**src/rtl/mips_multicycle_ctrl.sv**
```systemverilog
// Multi-cycle MIPS32 control FSM: sequences fetch/decode/exec/mem/write-back around
// a shared ALU and a single memory port, with illegal-opcode and memory-timeout traps.
module mips_multicycle_ctrl #(
   parameter int MEM_TIMEOUT = 16,
   parameter int CNT_W       = 32
) (
   input  logic             clk,
   input  logic             reset,
   input  logic             start,
   input  logic [5:0]       opcode,
   input  logic [5:0]       funct,
   input  logic             branch,
   input  logic             mem_ready,
   output logic             mem_req,
   output logic             mem_we,
   output logic [1:0]       mem_size,
   output logic             mem_addr_sel,
   output logic             ir_we,
   output logic             pc_we,
   output logic             pc_sel,
   output logic             alu_latch,
   output logic             regfile_we,
   output logic             wb_sel,
   output logic             illegal,
   output logic             bus_err,
   output logic             busy,
   output logic [2:0]       state,
   output logic [CNT_W-1:0] instr_count
);

   localparam logic [2:0] S_IDLE   = 3'd0;
   localparam logic [2:0] S_FETCH  = 3'd1;
   localparam logic [2:0] S_DECODE = 3'd2;
   localparam logic [2:0] S_EXEC   = 3'd3;
   localparam logic [2:0] S_MEM    = 3'd4;
   localparam logic [2:0] S_WB     = 3'd5;
   localparam logic [2:0] S_HALT   = 3'd6;

   localparam logic [5:0] OP_R    = 6'b000000;
   localparam logic [5:0] OP_BGEZ = 6'b000001;
   localparam logic [5:0] OP_BEQ  = 6'b000100;
   localparam logic [5:0] OP_BNE  = 6'b000101;
   localparam logic [5:0] OP_ADDI = 6'b001000;
   localparam logic [5:0] OP_SLTI = 6'b001010;
   localparam logic [5:0] OP_ANDI = 6'b001100;
   localparam logic [5:0] OP_ORI  = 6'b001101;
   localparam logic [5:0] OP_LB   = 6'b100000;
   localparam logic [5:0] OP_LH   = 6'b100001;
   localparam logic [5:0] OP_LW   = 6'b100011;
   localparam logic [5:0] OP_SB   = 6'b101000;
   localparam logic [5:0] OP_SH   = 6'b101001;
   localparam logic [5:0] OP_SW   = 6'b101011;

   localparam int WAIT_W = (MEM_TIMEOUT > 1) ? $clog2(MEM_TIMEOUT) : 1;

   logic [2:0]        state_nxt;
   logic [WAIT_W-1:0] wait_cnt;
   logic              is_load, is_store, is_branch, is_alu, legal;
   logic              waiting, timeout, retire;

   always_comb begin
      is_load   = (opcode == OP_LB) || (opcode == OP_LH) || (opcode == OP_LW);
      is_store  = (opcode == OP_SB) || (opcode == OP_SH) || (opcode == OP_SW);
      is_branch = (opcode == OP_BEQ) || (opcode == OP_BNE) || (opcode == OP_BGEZ);
      is_alu    = (opcode == OP_ADDI) || (opcode == OP_ANDI) || (opcode == OP_ORI) ||
                  (opcode == OP_SLTI) ||
                  ((opcode == OP_R) && ((funct == 6'b100000) || (funct == 6'b100010) ||
                                        (funct == 6'b100100) || (funct == 6'b100101) ||
                                        (funct == 6'b100111) || (funct == 6'b101010)));
      legal     = is_load || is_store || is_branch || is_alu;
   end

   assign waiting = ((state == S_FETCH) || (state == S_MEM)) && !mem_ready;
   assign timeout = (MEM_TIMEOUT != 0) && waiting && (wait_cnt == WAIT_W'(MEM_TIMEOUT - 1));
   assign busy    = (state != S_IDLE) && (state != S_HALT);

   always_comb begin
      state_nxt    = state;
      retire       = 1'b0;
      mem_req      = 1'b0;
      mem_we       = 1'b0;
      mem_size     = 2'b00;
      mem_addr_sel = 1'b0;
      ir_we        = 1'b0;
      pc_we        = 1'b0;
      pc_sel       = 1'b0;
      alu_latch    = 1'b0;
      regfile_we   = 1'b0;
      wb_sel       = 1'b0;
      case (state)
         S_IDLE: if (start) state_nxt = S_FETCH;
         S_FETCH: begin
            mem_req  = 1'b1;
            mem_size = 2'b10;
            if (mem_ready) begin
               ir_we     = 1'b1;
               state_nxt = S_DECODE;
            end else if (timeout) begin
               state_nxt = S_HALT;
            end
         end
         S_DECODE: state_nxt = legal ? S_EXEC : S_HALT;
         S_EXEC: begin
            alu_latch = 1'b1;
            if (is_branch) begin
               pc_we     = 1'b1;
               pc_sel    = branch;
               retire    = 1'b1;
               state_nxt = S_FETCH;
            end else if (is_load || is_store) begin
               state_nxt = S_MEM;
            end else begin
               state_nxt = S_WB;
            end
         end
         S_MEM: begin
            mem_req      = 1'b1;
            mem_addr_sel = 1'b1;
            mem_we       = is_store;
            // opcode[1:0] is 00 byte, 01 half, 11 word for both loads and stores
            mem_size     = opcode[1] ? 2'b10 : {1'b0, opcode[0]};
            if (mem_ready) begin
               if (is_store) begin
                  pc_we     = 1'b1;
                  retire    = 1'b1;
                  state_nxt = S_FETCH;
               end else begin
                  state_nxt = S_WB;
               end
            end else if (timeout) begin
               state_nxt = S_HALT;
            end
         end
         S_WB: begin
            regfile_we = 1'b1;
            wb_sel     = is_load;
            pc_we      = 1'b1;
            retire     = 1'b1;
            state_nxt  = S_FETCH;
         end
         S_HALT: state_nxt = S_HALT;
         default: state_nxt = S_IDLE;
      endcase
      // Reset must never leak a partial request, PC update or write-back.
      if (reset) begin
         retire       = 1'b0;
         mem_req      = 1'b0;
         mem_we       = 1'b0;
         mem_size     = 2'b00;
         mem_addr_sel = 1'b0;
         ir_we        = 1'b0;
         pc_we        = 1'b0;
         pc_sel       = 1'b0;
         alu_latch    = 1'b0;
         regfile_we   = 1'b0;
         wb_sel       = 1'b0;
      end
   end

   always_ff @(posedge clk) begin
      if (reset) begin
         state       <= S_IDLE;
         illegal     <= 1'b0;
         bus_err     <= 1'b0;
         instr_count <= '0;
         wait_cnt    <= '0;
      end else begin
         state <= state_nxt;
         if ((state == S_DECODE) && !legal) illegal <= 1'b1;
         if (timeout) bus_err <= 1'b1;
         if (retire) instr_count <= instr_count + 1'b1;
         // Every entry into FETCH/MEM is a state change, so clearing on change suffices.
         if (state_nxt != state) wait_cnt <= '0;
         else if (waiting)       wait_cnt <= wait_cnt + 1'b1;
      end
   end

endmodule

```
**config.mk**
```make
export PLATFORM = sky130hd
export DESIGN_NAME = mips_multicycle_ctrl
export DESIGN_NICKNAME = d
export VERILOG_FILES = /design/src/rtl/mips_multicycle_ctrl.sv
export SDC_FILE = /design/constraint.sdc
export NUM_CORES = 1
export LEC_CHECK = 0
export BUFFER_PORTS_ARGS = -buffer_cell sky130_fd_sc_hd__buf_2
export CAP_MARGIN = 5
export CORE_ASPECT_RATIO = 0.9
export CORE_UTILIZATION = 40
export DETAILED_ROUTE_END_ITERATION = 7
export GPL_ROUTABILITY_DRIVEN = 0
export PLACE_DENSITY_LB_ADDON = 0.08
export REMOVE_ABC_BUFFERS = 1
export SLEW_MARGIN = 20
export SYNTH_ARGS = -nofsm -noshare
export SYNTH_HDL_FRONTEND = slang
export SYNTH_SLANG_ARGS = --single-unit
```
**constraint.sdc**
```tcl
create_clock -name clk -period 2 [get_ports clk]
set_input_delay 0 -clock clk [delete_from_list [all_inputs] [get_ports clk]]
set_output_delay 0 -clock clk [all_outputs]
set_load 0.005 [all_outputs]
```
== After elaboration in Yosys (flattened, before gate mapping) ==
Index checks and enable logic that the tools add are counted.
Storage, ports and cells
  flip-flop bits (word level): 41
  output and inout bits: 49
  input port bits: 17
  word-level logic and storage cells: 101
Operators by class
  add/subtract/negate cells: 2
  multiplexer cells: 35
  reduce and logical (&&, ||, !) cells: 31
  eq/ne operators: 28
Operators by type and width (count)
  equality test 6 bit (second input constant): 12
  adder 32 x 1 -> 32 bit (second input constant): 1
  equality test 6 x 4 -> 1 bit (second input constant): 4
  two-way mux 1 bit: 23
  two-way mux 3 bit: 7
  case mux 3 bit (7 select lines): 1
  logical OR 1 bit: 19
  equality test 6 x 3 -> 1 bit (second input constant): 2
  equality test 3 bit (second input constant): 3
  equality test 3 x 2 -> 1 bit (second input constant): 2
  equality test 6 x 1 -> 1 bit (second input constant): 1
  logical NOT 6 bit: 1
  logical AND 1 bit: 5
  adder 4 x 1 -> 4 bit (second input constant): 1
  equality test 4 bit (second input constant): 1
  two-way mux 2 bit: 2
  case mux 2 bit (2 select lines): 1
  OR reduction 2 bit: 2
  equality test 3 x 1 -> 1 bit (second input constant): 1
  logical NOT 3 bit: 1
  != test 3 bit: 1
  != test 3 bit (second input constant): 1
  case mux 1 bit (3 select lines): 1
  nonzero test 3 bit: 1
  logical NOT 1 bit: 2

== Depth between registers and ports, before layout ==
Gate-level depths: netlist of the first run.
  word-level depth: 13
  mapped depth: 10
  mapped depth without buffers: 7

== Least setup slack after synthesis of the first run ==
Ideal clock, no wire load.
  path type: register to register
  start point: reg state[2]
  end point: reg instr_count[7]
  slack: -257 ps
  buffers on the path: 4
  setup time: 71 ps
  data arrival time: 2186 ps
  cell stages (with the launch flop): 11
  cells stage by stage: dfxtp_1 -> clkbuf_1 -> nor2b_1 -> clkbuf_1 -> nand2_1 -> o22a_1 -> buf_6 -> or2_4 -> buf_6 -> or3_1 -> a21oi_1
On the way
  longest elaborated chain between the ends: 3
RTL lines
  start: declaration: RTL line 27  | output logic [2:0] state,
  start signal: assignment: RTL line 168  | state <= state_nxt;
  equality test 3 bit or equality test 3 x 2 -> 1 bit (tied branches): RTL line 90  | case (state)
  case mux 1 bit (3 select lines) (*): RTL line 90
  two-way mux 1 bit (*): RTL line 145  | if (reset) begin
  end signal: assignment: RTL line 171  | if (retire) instr_count <= instr_count + 1'b1;
  end: declaration: RTL line 28  | output logic [CNT_W-1:0] instr_count
Mark *: on every way between the ends. The rest lies on a longest branch, timed or not.
A chain may end at the register's enable or synchronous reset.

== Worst setup path in the final report of the first run ==
  start point: reg state[2]
  end point: reg instr_count[25]
The elaborated chain is that of the path after synthesis.

==> flow_results.xml, run 1 <==
<?xml version="1.0" encoding="UTF-8"?>
<metrics>
  <group name="timing">
    <metric name="setup_violations" unit="">0</metric>
    <metric name="post_route_fraction_of_the_period_consumed_by_the_critical_path" unit="%">95.84</metric>
    <metric name="setup_tns" unit="ns">0</metric>
    <metric name="post-route-min-period" unit="ns">1.917</metric>
    <metric name="worst-slew-pin-transition" unit="ns">0.3442</metric>
    <metric name="clock-skew-final" unit="ns">0.007450</metric>
    <metric name="finalHoldViolations" unit="">0</metric>
    <metric name="grt_setup_unrepaired" unit="">false</metric>
    <metric name="timing_max_transition_violations_final" unit="">0</metric>
    <metric name="timing.fmax" unit="MHz">521.7</metric>
    <metric name="timing.slew.headroom" unit="%">77.06</metric>
  </group>
  <group name="final_layout">
    <metric name="final_layout_size_suffix_gt1_share" unit="%">30.30</metric>
    <metric name="mostFrequentLayoutCells" unit="">sky130_fd_sc_hd__buf_2 (65), sky130_fd_sc_hd__nor2_1 (42), sky130_fd_sc_hd__dfxtp_1 (40)</metric>
    <metric name="final_nets" unit="">381</metric>
    <metric name="antennaDiodeCount" unit="">0</metric>
    <metric name="most_common_cell_after_layout_fill_and_taps_aside" unit="">sky130_fd_sc_hd__buf_2</metric>
    <metric name="area.growth.synth_to_final" unit="%">28.19</metric>
    <metric name="finish.instance_area" unit="mm^2">0.002879</metric>
  </group>
  <group name="power_and_ir_drop">
    <metric name="power.density_cell_area" unit="mW/mm^2">556.8</metric>
    <metric name="static-leakage-power" unit="nW">1.161</metric>
    <metric name="power.clock.fraction" unit="%">33.6</metric>
    <metric name="power_frac_comb" unit="%">14.3</metric>
    <metric name="total_switching_power" unit="mW">0.4301</metric>
    <metric name="swShare" unit="%">26.83</metric>
    <metric name="power_report.internal_total" unit="mW">1.173</metric>
    <metric name="proportion_of_power_drawn_by_flip_flops_and_latches" unit="%">52.1</metric>
    <metric name="worst_ir_drop_vdd" unit="V">0.0004259</metric>
  </group>
  <group name="setup_path">
    <metric name="crit_path_max_incr_delay" unit="ns">0.51</metric>
    <metric name="required_time_at_the_worst_slack_endpoint" unit="ns">2.23</metric>
    <metric name="start_kind" unit="">register</metric>
    <metric name="crit_path_max_fanout" unit="">4</metric>
    <metric name="path_class" unit="">register to register</metric>
    <metric name="timing.critical_path.slowest_stage_cell" unit="">sky130_fd_sc_hd__or4_4</metric>
    <metric name="r2r-start" unit="">state[2]</metric>
    <metric name="cp.arrival" unit="ns">2.15</metric>
    <metric name="worstSetupStartpoint" unit="">state[2]</metric>
    <metric name="cp_cell_sequence" unit="">nand2b_1 -&gt; o31a_1 -&gt; o22a_1 -&gt; nand4b_1 -&gt; or4_4 -&gt; a21oi_2</metric>
    <metric name="worstSetupEndpointType" unit="">register</metric>
  </group>
  <group name="clocking">
    <metric name="cts_buffer_depth" unit="">2</metric>
    <metric name="cts_buffers" unit="">5</metric>
    <metric name="clkSlewWorstSetupHoldPaths" unit="ns">0.08</metric>
    <metric name="cts-htree-levels" unit="">2</metric>
    <metric name="tritoncts_num_sinks" unit="">41</metric>
    <metric name="cts_tree" unit="">done</metric>
    <metric name="cts_root_buffer" unit="">sky130_fd_sc_hd__clkbuf_8</metric>
    <metric name="clock_insertion_delay_worst_skew" unit="ns">0.29</metric>
    <metric name="cts_setup_buffers" unit="">0</metric>
  </group>
  <group name="floorplanning">
    <metric name="num_io_pins" unit="">66</metric>
    <metric name="initial_utilization" unit="%">42.24</metric>
    <metric name="design.die.area" unit="mm^2">0.005919</metric>
    <metric name="dieHeight" unit="um">73.09</metric>
    <metric name="design.core.area" unit="mm^2">0.005318</metric>
    <metric name="die_width" unit="um">80.99</metric>
    <metric name="placement_rows" unit="">25</metric>
  </group>
  <group name="global_route">
    <metric name="grt_util_all_layers" unit="%">19.44</metric>
    <metric name="grt_pass1_vias" unit="">1976</metric>
    <metric name="grt_start_max_net_pins" unit="">32</metric>
    <metric name="global_route.overflow_total" unit="">0</metric>
    <metric name="antenna_found_initial" unit="">0</metric>
    <metric name="grt_pass1_wl" unit="um">8914</metric>
  </group>
  <group name="routing">
    <metric name="first_pass_iters" unit="">4</metric>
    <metric name="initialDrtViolationCount" unit="">76</metric>
    <metric name="postRouteAntennaNets" unit="">0</metric>
    <metric name="drc_errors" unit="">0</metric>
    <metric name="post_drt_wl_per_cell" unit="um">12.64</metric>
    <metric name="route.vias.total" unit="">2236</metric>
    <metric name="postRouteWirelength" unit="um">5435</metric>
    <metric name="detail_route.vias_per_cell" unit="">5.200</metric>
  </group>
  <group name="synth">
    <metric name="synth.ff_latch_count" unit="">41</metric>
    <metric name="synth_enable_flop_cells" unit="">0</metric>
    <metric name="synth_seq_area_share" unit="%">36.55</metric>
    <metric name="synth.distinct_cells" unit="">44</metric>
    <metric name="async_flop_share" unit="%">0</metric>
    <metric name="synth-main-ff-cell" unit="">sky130_fd_sc_hd__dfxtp_1</metric>
    <metric name="post_synth_inst_count" unit="">281</metric>
    <metric name="synth_area_per_cell" unit="um^2">7.993</metric>
    <metric name="post_synth_instance_area" unit="mm^2">0.002246</metric>
    <metric name="synth-warning-count" unit="">0</metric>
  </group>
  <group name="min_path">
    <metric name="min-delay-path-class" unit="">input port to register</metric>
    <metric name="hold_path_startpoint" unit="">reset</metric>
  </group>
  <group name="place">
    <metric name="detailed_place.area" unit="mm^2">0.002763</metric>
    <metric name="port_buffers" unit="">65</metric>
    <metric name="place.detailed.hpwl" unit="um">4024</metric>
  </group>
  <group name="job">
    <metric name="max_cap_violations" unit="">0</metric>
  </group>
  <group name="run_status">
    <metric name="result_of_the_run" unit="">finished clean</metric>
  </group>
</metrics>
flip-flops by register name, indices dropped and copies added, names as in the netlist:
register	flops
instr_count	32
bus_err	1
state	3
illegal	1
wait_cnt	4
logic make-up (layout without fill, tap and decap cells):
kind of cell | Yosys count | after routing | synth area share [%]
AND/OR/NAND/NOR | 144 | 144 | 35.54
AO/OA/AOI/OAI | 46 | 46 | 11.92
flip-flops | 41 | 41 | 36.55
XOR/XNOR | 25 | 25 | 9.749
buffers and inverters | 21 | 103 | 4.233
adder cells (fa/ha/maj) | 2 | 2 | 1.114
multiplexers | 2 | 2 | 0.8914
through the flow:
stage	total power [mW]	instances	worst slack, ns	hold slack, ns	util, %
2_1_floorplan	0.9659	266	-0.4397	0.03324	-
3_3_place_gp	1.083	422	-0.1054	0.2830	51.95
3_5_place_dp	1.083	422	-0.1788	0.2874	51.95
4_1_cts	1.622	430	0.05682	0.02463	53.84
5_1_grt	1.685	430	0.008292	0.04695	54.14
6_report	1.603	430	0.08312	0.03782	54.14
critical path: cells and delay by family, from the launching register on:
kind            cells  cell delay [ns]
flops               1             0.32
compound gates      3             0.65
simple gates        3             0.88
Yosys cell counts, types with 2 or more instances:
library cell | number | share of area (%)
sky130_fd_sc_hd__or3_1 | 7 | 1.9
sky130_fd_sc_hd__a41oi_1 | 2 | 0.78
sky130_fd_sc_hd__dfxtp_1 | 41 | 37
sky130_fd_sc_hd__a31oi_1 | 2 | 0.56
sky130_fd_sc_hd__o22a_1 | 2 | 0.78
sky130_fd_sc_hd__clkbuf_1 | 11 | 1.8
sky130_fd_sc_hd__xnor2_1 | 21 | 8.2
sky130_fd_sc_hd__nor4b_2 | 4 | 2.7
sky130_fd_sc_hd__ha_1 | 2 | 1.1
sky130_fd_sc_hd__nor3_1 | 13 | 2.9
sky130_fd_sc_hd__nor2_1 | 42 | 7.0
sky130_fd_sc_hd__nor3b_1 | 3 | 1.0
sky130_fd_sc_hd__xor2_1 | 4 | 1.6
sky130_fd_sc_hd__nor4_1 | 5 | 1.4
sky130_fd_sc_hd__nor2b_1 | 5 | 1.4
sky130_fd_sc_hd__a21oi_1 | 19 | 4.2
sky130_fd_sc_hd__nand3_1 | 6 | 1.3
sky130_fd_sc_hd__and3_1 | 4 | 1.1
sky130_fd_sc_hd__buf_6 | 2 | 1.0
sky130_fd_sc_hd__inv_1 | 6 | 1.0
sky130_fd_sc_hd__o21ai_0 | 15 | 3.3
sky130_fd_sc_hd__nand2b_1 | 7 | 1.9
sky130_fd_sc_hd__nand4_1 | 8 | 2.2
sky130_fd_sc_hd__or4_1 | 2 | 0.67
sky130_fd_sc_hd__and4_1 | 3 | 1.2
sky130_fd_sc_hd__nand2_1 | 21 | 3.5
sky130_fd_sc_hd__nand3b_1 | 2 | 0.67
sky130_fd_sc_hd__mux2i_1 | 2 | 0.89
sky130_fd_sc_hd__nor4b_1 | 5 | 1.9
final cells by class:
| cell class | count | area (um^2) |
|---|---|---|
| timing repair buffer | 89 | 505.5 |
| tap | 67 | 83.83 |
| fill | 550 | 2439 |
| clock inverter | 3 | 17.52 |
| clock buffer | 5 | 68.82 |
| sequential | 41 | 824.5 |
| multi-input combinational | 219 | 1356 |
| inverter | 6 | 22.52 |
power groups by stage:
stage,Combinational [mW],Sequential [mW],Clock (mW)
final,0.230,0.835,0.538
after global routing,0.258,0.837,0.589
after CTS,0.229,0.835,0.557
after detailed placement,0.228,0.854,0
after global placement,0.229,0.854,0
after floorplan,0.101,0.865,0
metal layers:
layer	wire [um]	vias up	GRT usage, %
met5	0	-	0
li1	-	1159	-
met4	86	0	7.341
met3	219	8	3.875
met1	2904	1017	27.06
met2	2225	52	29.41
what timing repair did:
item,in CTS,in global routing
setup endpoints to repair,3,3
hold buffers,0,0
gates resized for setup,3,4
pin swaps,0,3
worst paths after layout:
path / to / slack [ns] / cells past startpoint
max reg2reg: instr_count[25] / 0.08 / 6
min reg2reg: bus_err / 0.47 / 2
min: instr_count[29] / 0.04 / 2
max: instr_count[25] / 0.08 / 6
Note: power is estimated with default switching activity, not from simulation.
==> run 2: changes to the inputs <==
- clock period: 2 -> 1.6 ns (I/O delays scaled with it)
==> flow_results.xml, run 2 (synthesized netlist as in run 1, its figures left out) <==
<?xml version="1.0" encoding="UTF-8"?>
<metrics>
  <group name="run_status">
    <metric name="result_of_the_run" unit="">complete, but fails checks</metric>
    <metric name="violations" unit="">negative setup slack</metric>
  </group>
  <group name="final_layout">
    <metric name="final_layout_size_suffix_gt1_share" unit="%">43.50</metric>
    <metric name="mostFrequentLayoutCells" unit="">sky130_fd_sc_hd__buf_2 (65), sky130_fd_sc_hd__buf_4 (54), sky130_fd_sc_hd__nor2_1 (42)</metric>
    <metric name="antennaDiodeCount" unit="">0</metric>
    <metric name="most_common_cell_after_layout_fill_and_taps_aside" unit="">sky130_fd_sc_hd__buf_2</metric>
    <metric name="flip_flop_count_of_the_largest_register_all_copies_and_words_added" unit="">32</metric>
    <metric name="final_nets" unit="">418</metric>
    <metric name="area.growth.synth_to_final" unit="%">53.31</metric>
    <metric name="registers.top_by_ff_count" unit="">instr_count</metric>
    <metric name="top_regs" unit="">instr_count (32), wait_cnt (4), state (3)</metric>
    <metric name="layout.cells.non_filler" unit="">467</metric>
  </group>
  <group name="power_and_ir_drop">
    <metric name="swShare" unit="%">26.49</metric>
    <metric name="power.density_cell_area" unit="mW/mm^2">589.5</metric>
    <metric name="proportion_of_power_drawn_by_flip_flops_and_latches" unit="%">51.6</metric>
    <metric name="power_report.internal_total" unit="mW">1.492</metric>
    <metric name="total_switching_power" unit="mW">0.5376</metric>
    <metric name="power.clock.fraction" unit="%">32.5</metric>
    <metric name="static-leakage-power" unit="nW">1.684</metric>
    <metric name="worst_ir_drop_vdd" unit="V">0.0004043</metric>
    <metric name="power_frac_comb" unit="%">15.9</metric>
  </group>
  <group name="timing">
    <metric name="post-route-min-period" unit="ns">1.882</metric>
    <metric name="post_route_fraction_of_the_period_consumed_by_the_critical_path" unit="%">117.6</metric>
    <metric name="grt_setup_unrepaired" unit="">true</metric>
    <metric name="setup_tns" unit="ns">-4.612</metric>
    <metric name="finalHoldViolations" unit="">0</metric>
    <metric name="worst-slew-pin-transition" unit="ns">0.4398</metric>
    <metric name="worst_slack" unit="ns">-0.2821</metric>
    <metric name="timing.slew.headroom" unit="%">70.68</metric>
    <metric name="setup_violations" unit="">31</metric>
    <metric name="timing_max_transition_violations_final" unit="">0</metric>
    <metric name="timing.fmax" unit="MHz">531.3</metric>
    <metric name="clock-skew-final" unit="ns">0.006454</metric>
  </group>
  <group name="global_route">
    <metric name="grt_pass1_vias" unit="">2105</metric>
    <metric name="grt_util_all_layers" unit="%">21.81</metric>
    <metric name="global_route.overflow_total" unit="">0</metric>
    <metric name="grt_start_max_net_pins" unit="">41</metric>
    <metric name="antenna_found_initial" unit="">0</metric>
    <metric name="grt_pass1_wl" unit="um">10010</metric>
  </group>
  <group name="min_path">
    <metric name="min-delay-path-class" unit="">input port to register</metric>
  </group>
  <group name="clocking">
    <metric name="clock_insertion_delay_worst_skew" unit="ns">0.29</metric>
    <metric name="clkSlewWorstSetupHoldPaths" unit="ns">0.08</metric>
    <metric name="cts-hold-fix-buffers" unit="">0</metric>
    <metric name="cts_buffers" unit="">5</metric>
    <metric name="cts-htree-levels" unit="">2</metric>
    <metric name="cts_tree" unit="">done</metric>
    <metric name="cts_root_buffer" unit="">sky130_fd_sc_hd__clkbuf_8</metric>
    <metric name="cts_buffer_depth" unit="">2</metric>
    <metric name="tritoncts_num_sinks" unit="">41</metric>
  </group>
  <group name="job">
    <metric name="max_cap_violations" unit="">0</metric>
  </group>
  <group name="routing">
    <metric name="postRouteWirelength" unit="um">6317</metric>
    <metric name="drc_errors" unit="">0</metric>
    <metric name="post_drt_wl_per_cell" unit="um">13.53</metric>
    <metric name="route.vias.total" unit="">2432</metric>
    <metric name="initialDrtViolationCount" unit="">103</metric>
    <metric name="postRouteAntennaNets" unit="">0</metric>
    <metric name="detail_route.vias_per_cell" unit="">5.208</metric>
    <metric name="first_pass_iters" unit="">4</metric>
  </group>
  <group name="setup_path">
    <metric name="path_class" unit="">register to register</metric>
    <metric name="start_kind" unit="">register</metric>
    <metric name="required_time_at_the_worst_slack_endpoint" unit="ns">1.83</metric>
    <metric name="crit_path_max_fanout" unit="">5</metric>
    <metric name="worst-r2r-setup-slack" unit="ns">-0.28</metric>
    <metric name="worstSetupEndpointType" unit="">register</metric>
    <metric name="cp.arrival" unit="ns">2.11</metric>
  </group>
  <group name="floorplanning">
    <metric name="placement_rows" unit="">25</metric>
    <metric name="dieHeight" unit="um">73.09</metric>
    <metric name="initial_utilization" unit="%">42.24</metric>
    <metric name="num_io_pins" unit="">66</metric>
    <metric name="design.core.area" unit="mm^2">0.005318</metric>
    <metric name="design.die.area" unit="mm^2">0.005919</metric>
    <metric name="die_width" unit="um">80.99</metric>
  </group>
  <group name="place">
    <metric name="place.detailed.hpwl" unit="um">4303</metric>
    <metric name="place_inst" unit="">454</metric>
    <metric name="place_worst_setup_slack" unit="ns">-0.5527</metric>
    <metric name="port_buffers" unit="">65</metric>
  </group>
</metrics>
run 2: cell types whose count changed in the layout (fill, tap and decap cells not counted), sizes merged:
cell | previous run | this run
clkbuf | 5 | 6
buf | 89 | 125
or2 | 2 | 3
clkinvlp | 1 | 0
run 2: timing repair:
| item | CTS | global route |
|---|---|---|
| gates resized for setup | 31 | 32 |
| pin swaps | 15 | 10 |
| buffers inserted | 2 | 2 |
| endpoints found under the setup margin | 35 | 38 |
| gates cloned | 1 | 0 |
run 2: power groups by stage:
| stage | Sequential, mW | Combinational (mW) | Clock [mW] |
|---|---|---|---|
| 6_report | 1.05 | 0.322 | 0.659 |
| 5_1_grt | 1.05 | 0.359 | 0.737 |
| 4_1_cts | 1.05 | 0.314 | 0.684 |
| 3_5_place_dp | 1.07 | 0.301 | 0 |
| 3_3_place_gp | 1.07 | 0.300 | 0 |
| 2_1_floorplan | 1.08 | 0.126 | 0 |
run 2: worst max-delay path, cell delays in order, from the launching register on:
cell                       delay [ns]
sky130_fd_sc_hd__dfxtp_2         0.34
sky130_fd_sc_hd__nand2b_4        0.14
sky130_fd_sc_hd__o31a_1          0.28
sky130_fd_sc_hd__o22a_4          0.26
sky130_fd_sc_hd__nand4b_1        0.19
sky130_fd_sc_hd__or4_1           0.48
sky130_fd_sc_hd__a21oi_1         0.13
run 2: through the flow:
step / utilization [%] / cell area, um^2 / total power, mW / hold WS [ns]
final: 64.75 / 3443 / 2.030 / 0.2553
after detailed placement: 56.47 / 3003 / 1.369 / 0.2879
after global routing: 64.75 / 3443 / 2.145 / 0.2871
after CTS: 61.74 / 3283 / 2.044 / 0.2472
after floorplan: - / 2173 / 1.207 / 0.03324
after global placement: 56.47 / 3003 / 1.369 / 0.2846
run 2: area by class of cell:
class | count | area (um^2)
fillers | 475 | 1874
multi-input cells | 220 | 1619
flip-flops and latches | 41 | 828.3
repair buffers | 125 | 807.0
well taps | 67 | 83.83
clock buffers | 6 | 72.57
inverters | 6 | 22.52
clock inverters | 2 | 10.01
run 2: final timing paths:
| kind | start | to | cells past startpoint |
|---|---|---|---|
| worst min-delay path | start | state[0] | 5 |
| worst max register to register | state[2] | instr_count[25] | 6 |
| worst max-delay path | state[2] | instr_count[25] | 6 |
| worst min register to register | bus_err | bus_err | 2 |
run 2: metal layers:
layer / track usage [%] / vias up / wire length [um]
li1: - / 1232 / -
met1: 32.42 / 1127 / 3164
met2: 31.75 / 63 / 2762
met3: 4.125 / 10 / 301
met4: 5.952 / 0 / 88
met5: 0 / - / 0
==> run 3: changes to the inputs <==
- PLACE_DENSITY: unset -> 0.72
- PLACE_DENSITY_LB_ADDON: 0.08 -> unset
==> flow_results.xml, run 3 (synthesized netlist as in run 1, its figures left out) <==
<?xml version="1.0" encoding="UTF-8"?>
<metrics>
  <group name="final_layout">
    <metric name="final_core_util" unit="%">65.69</metric>
    <metric name="fillerInstances" unit="">436</metric>
    <metric name="final_layout_size_suffix_gt1_share" unit="%">45.41</metric>
    <metric name="final_nets" unit="">422</metric>
    <metric name="flip_flop_count_of_the_largest_register_all_copies_and_words_added" unit="">32</metric>
    <metric name="registers.top_by_ff_count" unit="">instr_count</metric>
    <metric name="most_common_cell_after_layout_fill_and_taps_aside" unit="">sky130_fd_sc_hd__buf_2</metric>
    <metric name="top_regs" unit="">instr_count (32), wait_cnt (4), state (3)</metric>
    <metric name="antennaDiodeCount" unit="">0</metric>
    <metric name="area.growth.synth_to_final" unit="%">55.54</metric>
    <metric name="mostFrequentLayoutCells" unit="">sky130_fd_sc_hd__buf_2 (66), sky130_fd_sc_hd__buf_4 (59), sky130_fd_sc_hd__nor2_1 (42)</metric>
  </group>
  <group name="global_route">
    <metric name="grt_pass1_vias" unit="">2241</metric>
    <metric name="antenna_found_initial" unit="">0</metric>
    <metric name="grt_pass1_wl" unit="um">10180</metric>
    <metric name="grt_util_all_layers" unit="%">21.93</metric>
    <metric name="grt_start_max_net_pins" unit="">34</metric>
    <metric name="global_route.overflow_total" unit="">0</metric>
  </group>
  <group name="routing">
    <metric name="postRouteWirelength" unit="um">6696</metric>
    <metric name="drc_errors" unit="">0</metric>
    <metric name="postRouteAntennaNets" unit="">0</metric>
    <metric name="detail_route.vias_per_cell" unit="">5.289</metric>
    <metric name="initialDrtViolationCount" unit="">129</metric>
    <metric name="route.vias.total" unit="">2486</metric>
    <metric name="post_drt_wl_per_cell" unit="um">14.25</metric>
    <metric name="first_pass_iters" unit="">7</metric>
  </group>
  <group name="power_and_ir_drop">
    <metric name="power.density_cell_area" unit="mW/mm^2">635.8</metric>
    <metric name="static-leakage-power" unit="nW">1.656</metric>
    <metric name="p_total" unit="mW">2.221</metric>
    <metric name="worst_ir_drop_vdd" unit="V">0.0004367</metric>
  </group>
  <group name="timing">
    <metric name="timing_max_transition_violations_final" unit="">0</metric>
    <metric name="timing.fmax" unit="MHz">523.5</metric>
    <metric name="post-route-min-period" unit="ns">1.910</metric>
    <metric name="finalHoldViolations" unit="">0</metric>
    <metric name="post_route_fraction_of_the_period_consumed_by_the_critical_path" unit="%">119.4</metric>
    <metric name="post_route_worst_hold_slack" unit="ns">0.09542</metric>
    <metric name="worst_slack" unit="ns">-0.3101</metric>
    <metric name="clock-skew-final" unit="ns">0.004814</metric>
    <metric name="timing.slew.headroom" unit="%">70.64</metric>
    <metric name="setup_tns" unit="ns">-6.303</metric>
    <metric name="setup_violations" unit="">33</metric>
    <metric name="grt_setup_unrepaired" unit="">true</metric>
    <metric name="worst-slew-pin-transition" unit="ns">0.4358</metric>
  </group>
  <group name="setup_path">
    <metric name="worstSetupEndpointType" unit="">register</metric>
    <metric name="path_class" unit="">register to register</metric>
    <metric name="crit_path_max_fanout" unit="">6</metric>
    <metric name="worst_r2r_path_depth" unit="">6</metric>
    <metric name="start_kind" unit="">register</metric>
    <metric name="cp.arrival" unit="ns">2.14</metric>
    <metric name="required_time_at_the_worst_slack_endpoint" unit="ns">1.83</metric>
  </group>
  <group name="floorplanning">
    <metric name="placement_rows" unit="">25</metric>
    <metric name="die_width" unit="um">80.99</metric>
    <metric name="num_io_pins" unit="">66</metric>
    <metric name="initial_utilization" unit="%">42.24</metric>
    <metric name="design.die.area" unit="mm^2">0.005919</metric>
    <metric name="design.core.area" unit="mm^2">0.005318</metric>
    <metric name="dieHeight" unit="um">73.09</metric>
  </group>
  <group name="place">
    <metric name="place.detailed.hpwl" unit="um">4439</metric>
    <metric name="port_buffers" unit="">65</metric>
  </group>
  <group name="clocking">
    <metric name="cts-htree-levels" unit="">2</metric>
    <metric name="tritoncts_num_sinks" unit="">41</metric>
    <metric name="cts_buffer_depth" unit="">2</metric>
    <metric name="cts_root_buffer" unit="">sky130_fd_sc_hd__clkbuf_8</metric>
    <metric name="clkSlewWorstSetupHoldPaths" unit="ns">0.08</metric>
    <metric name="cts_tree" unit="">done</metric>
    <metric name="cts_buffers" unit="">5</metric>
    <metric name="cts-hold-fix-buffers" unit="">0</metric>
    <metric name="clock_insertion_delay_worst_skew" unit="ns">0.29</metric>
  </group>
  <group name="run_status">
    <metric name="result_of_the_run" unit="">complete, but fails checks</metric>
    <metric name="violations" unit="">negative setup slack</metric>
  </group>
  <group name="job">
    <metric name="max_cap_violations" unit="">0</metric>
  </group>
  <group name="min_path">
    <metric name="worstHoldPathCells" unit="">3</metric>
    <metric name="min-delay-path-class" unit="">input port to register</metric>
  </group>
</metrics>
[run 3: cell types whose count changed in the layout (fill, tap and decap cells not counted), sizes merged]
cell / previous run / this run
clkinv: 2 / 1
bufinv: 0 / 1
clkbuf: 6 / 5
buf: 125 / 129
[run 3: per-layer routing]
metal / up-vias / routed length (um) / track usage (%)
li1: 1240 / - / -
met1: 1162 / 3007 / 28.72
met2: 69 / 3330 / 37.07
met3: 15 / 254 / 3.500
met4: 0 / 102 / 6.151
met5: - / 0 / 0
[run 3: final timing paths]
check	start	slack, ns	endpoint
hold / removal	reset	0.1	state[1]
setup / recovery	state[2]	-0.31	instr_count[25]
setup reg to reg	state[2]	-0.31	instr_count[25]
hold reg to reg	bus_err	0.48	bus_err
[run 3: timing repair]
| item | in CTS | in global routing |
|---|---|---|
| resized for setup | 36 | 26 |
| setup endpoints to repair | 37 | 37 |
| pin swaps | 23 | 12 |
| gates cloned | 2 | 0 |
| buffers inserted | 3 | 3 |
[run 3: report_power, final]
| part | total, mW | switching (mW) | internal, mW |
|---|---|---|---|
| clock | 0.809 | 0.355 | 0.454 |
| sequential | 1.05 | 0.0121 | 1.03 |
| combinational | 0.366 | 0.187 | 0.180 |
[run 3: through the flow]
step,instances,setup slack (ns),instance area [um^2]
final,470,-0.3101,3493
after CTS,467,-0.2923,3357
after global placement,455,-0.5078,3010
after global routing,470,-0.3519,3493
after detailed placement,455,-0.5601,3010
after floorplan,266,-0.8397,2173
[run 3: worst max-delay path, cell delays in order (launching register included)]
cell	delay, ns
sky130_fd_sc_hd__dfxtp_2	0.33
sky130_fd_sc_hd__nand2b_4	0.13
sky130_fd_sc_hd__o31a_1	0.28
sky130_fd_sc_hd__o22a_4	0.28
sky130_fd_sc_hd__nand4b_1	0.21
sky130_fd_sc_hd__or4_4	0.50
sky130_fd_sc_hd__a21oi_2	0.12
[run 3: layout make-up]
cell class              instances  area, um^2  share of cell area [%]
inverters                       6       22.52                  0.6447
repair buffers                129       818.3                   23.42
multi-input cells             220        1640                   46.96
well taps                      67       83.83                   2.400
flip-flops and latches         41       824.5                   23.60
clock inverters                 2       35.03                   1.003
clock buffers                   5       68.82                   1.970
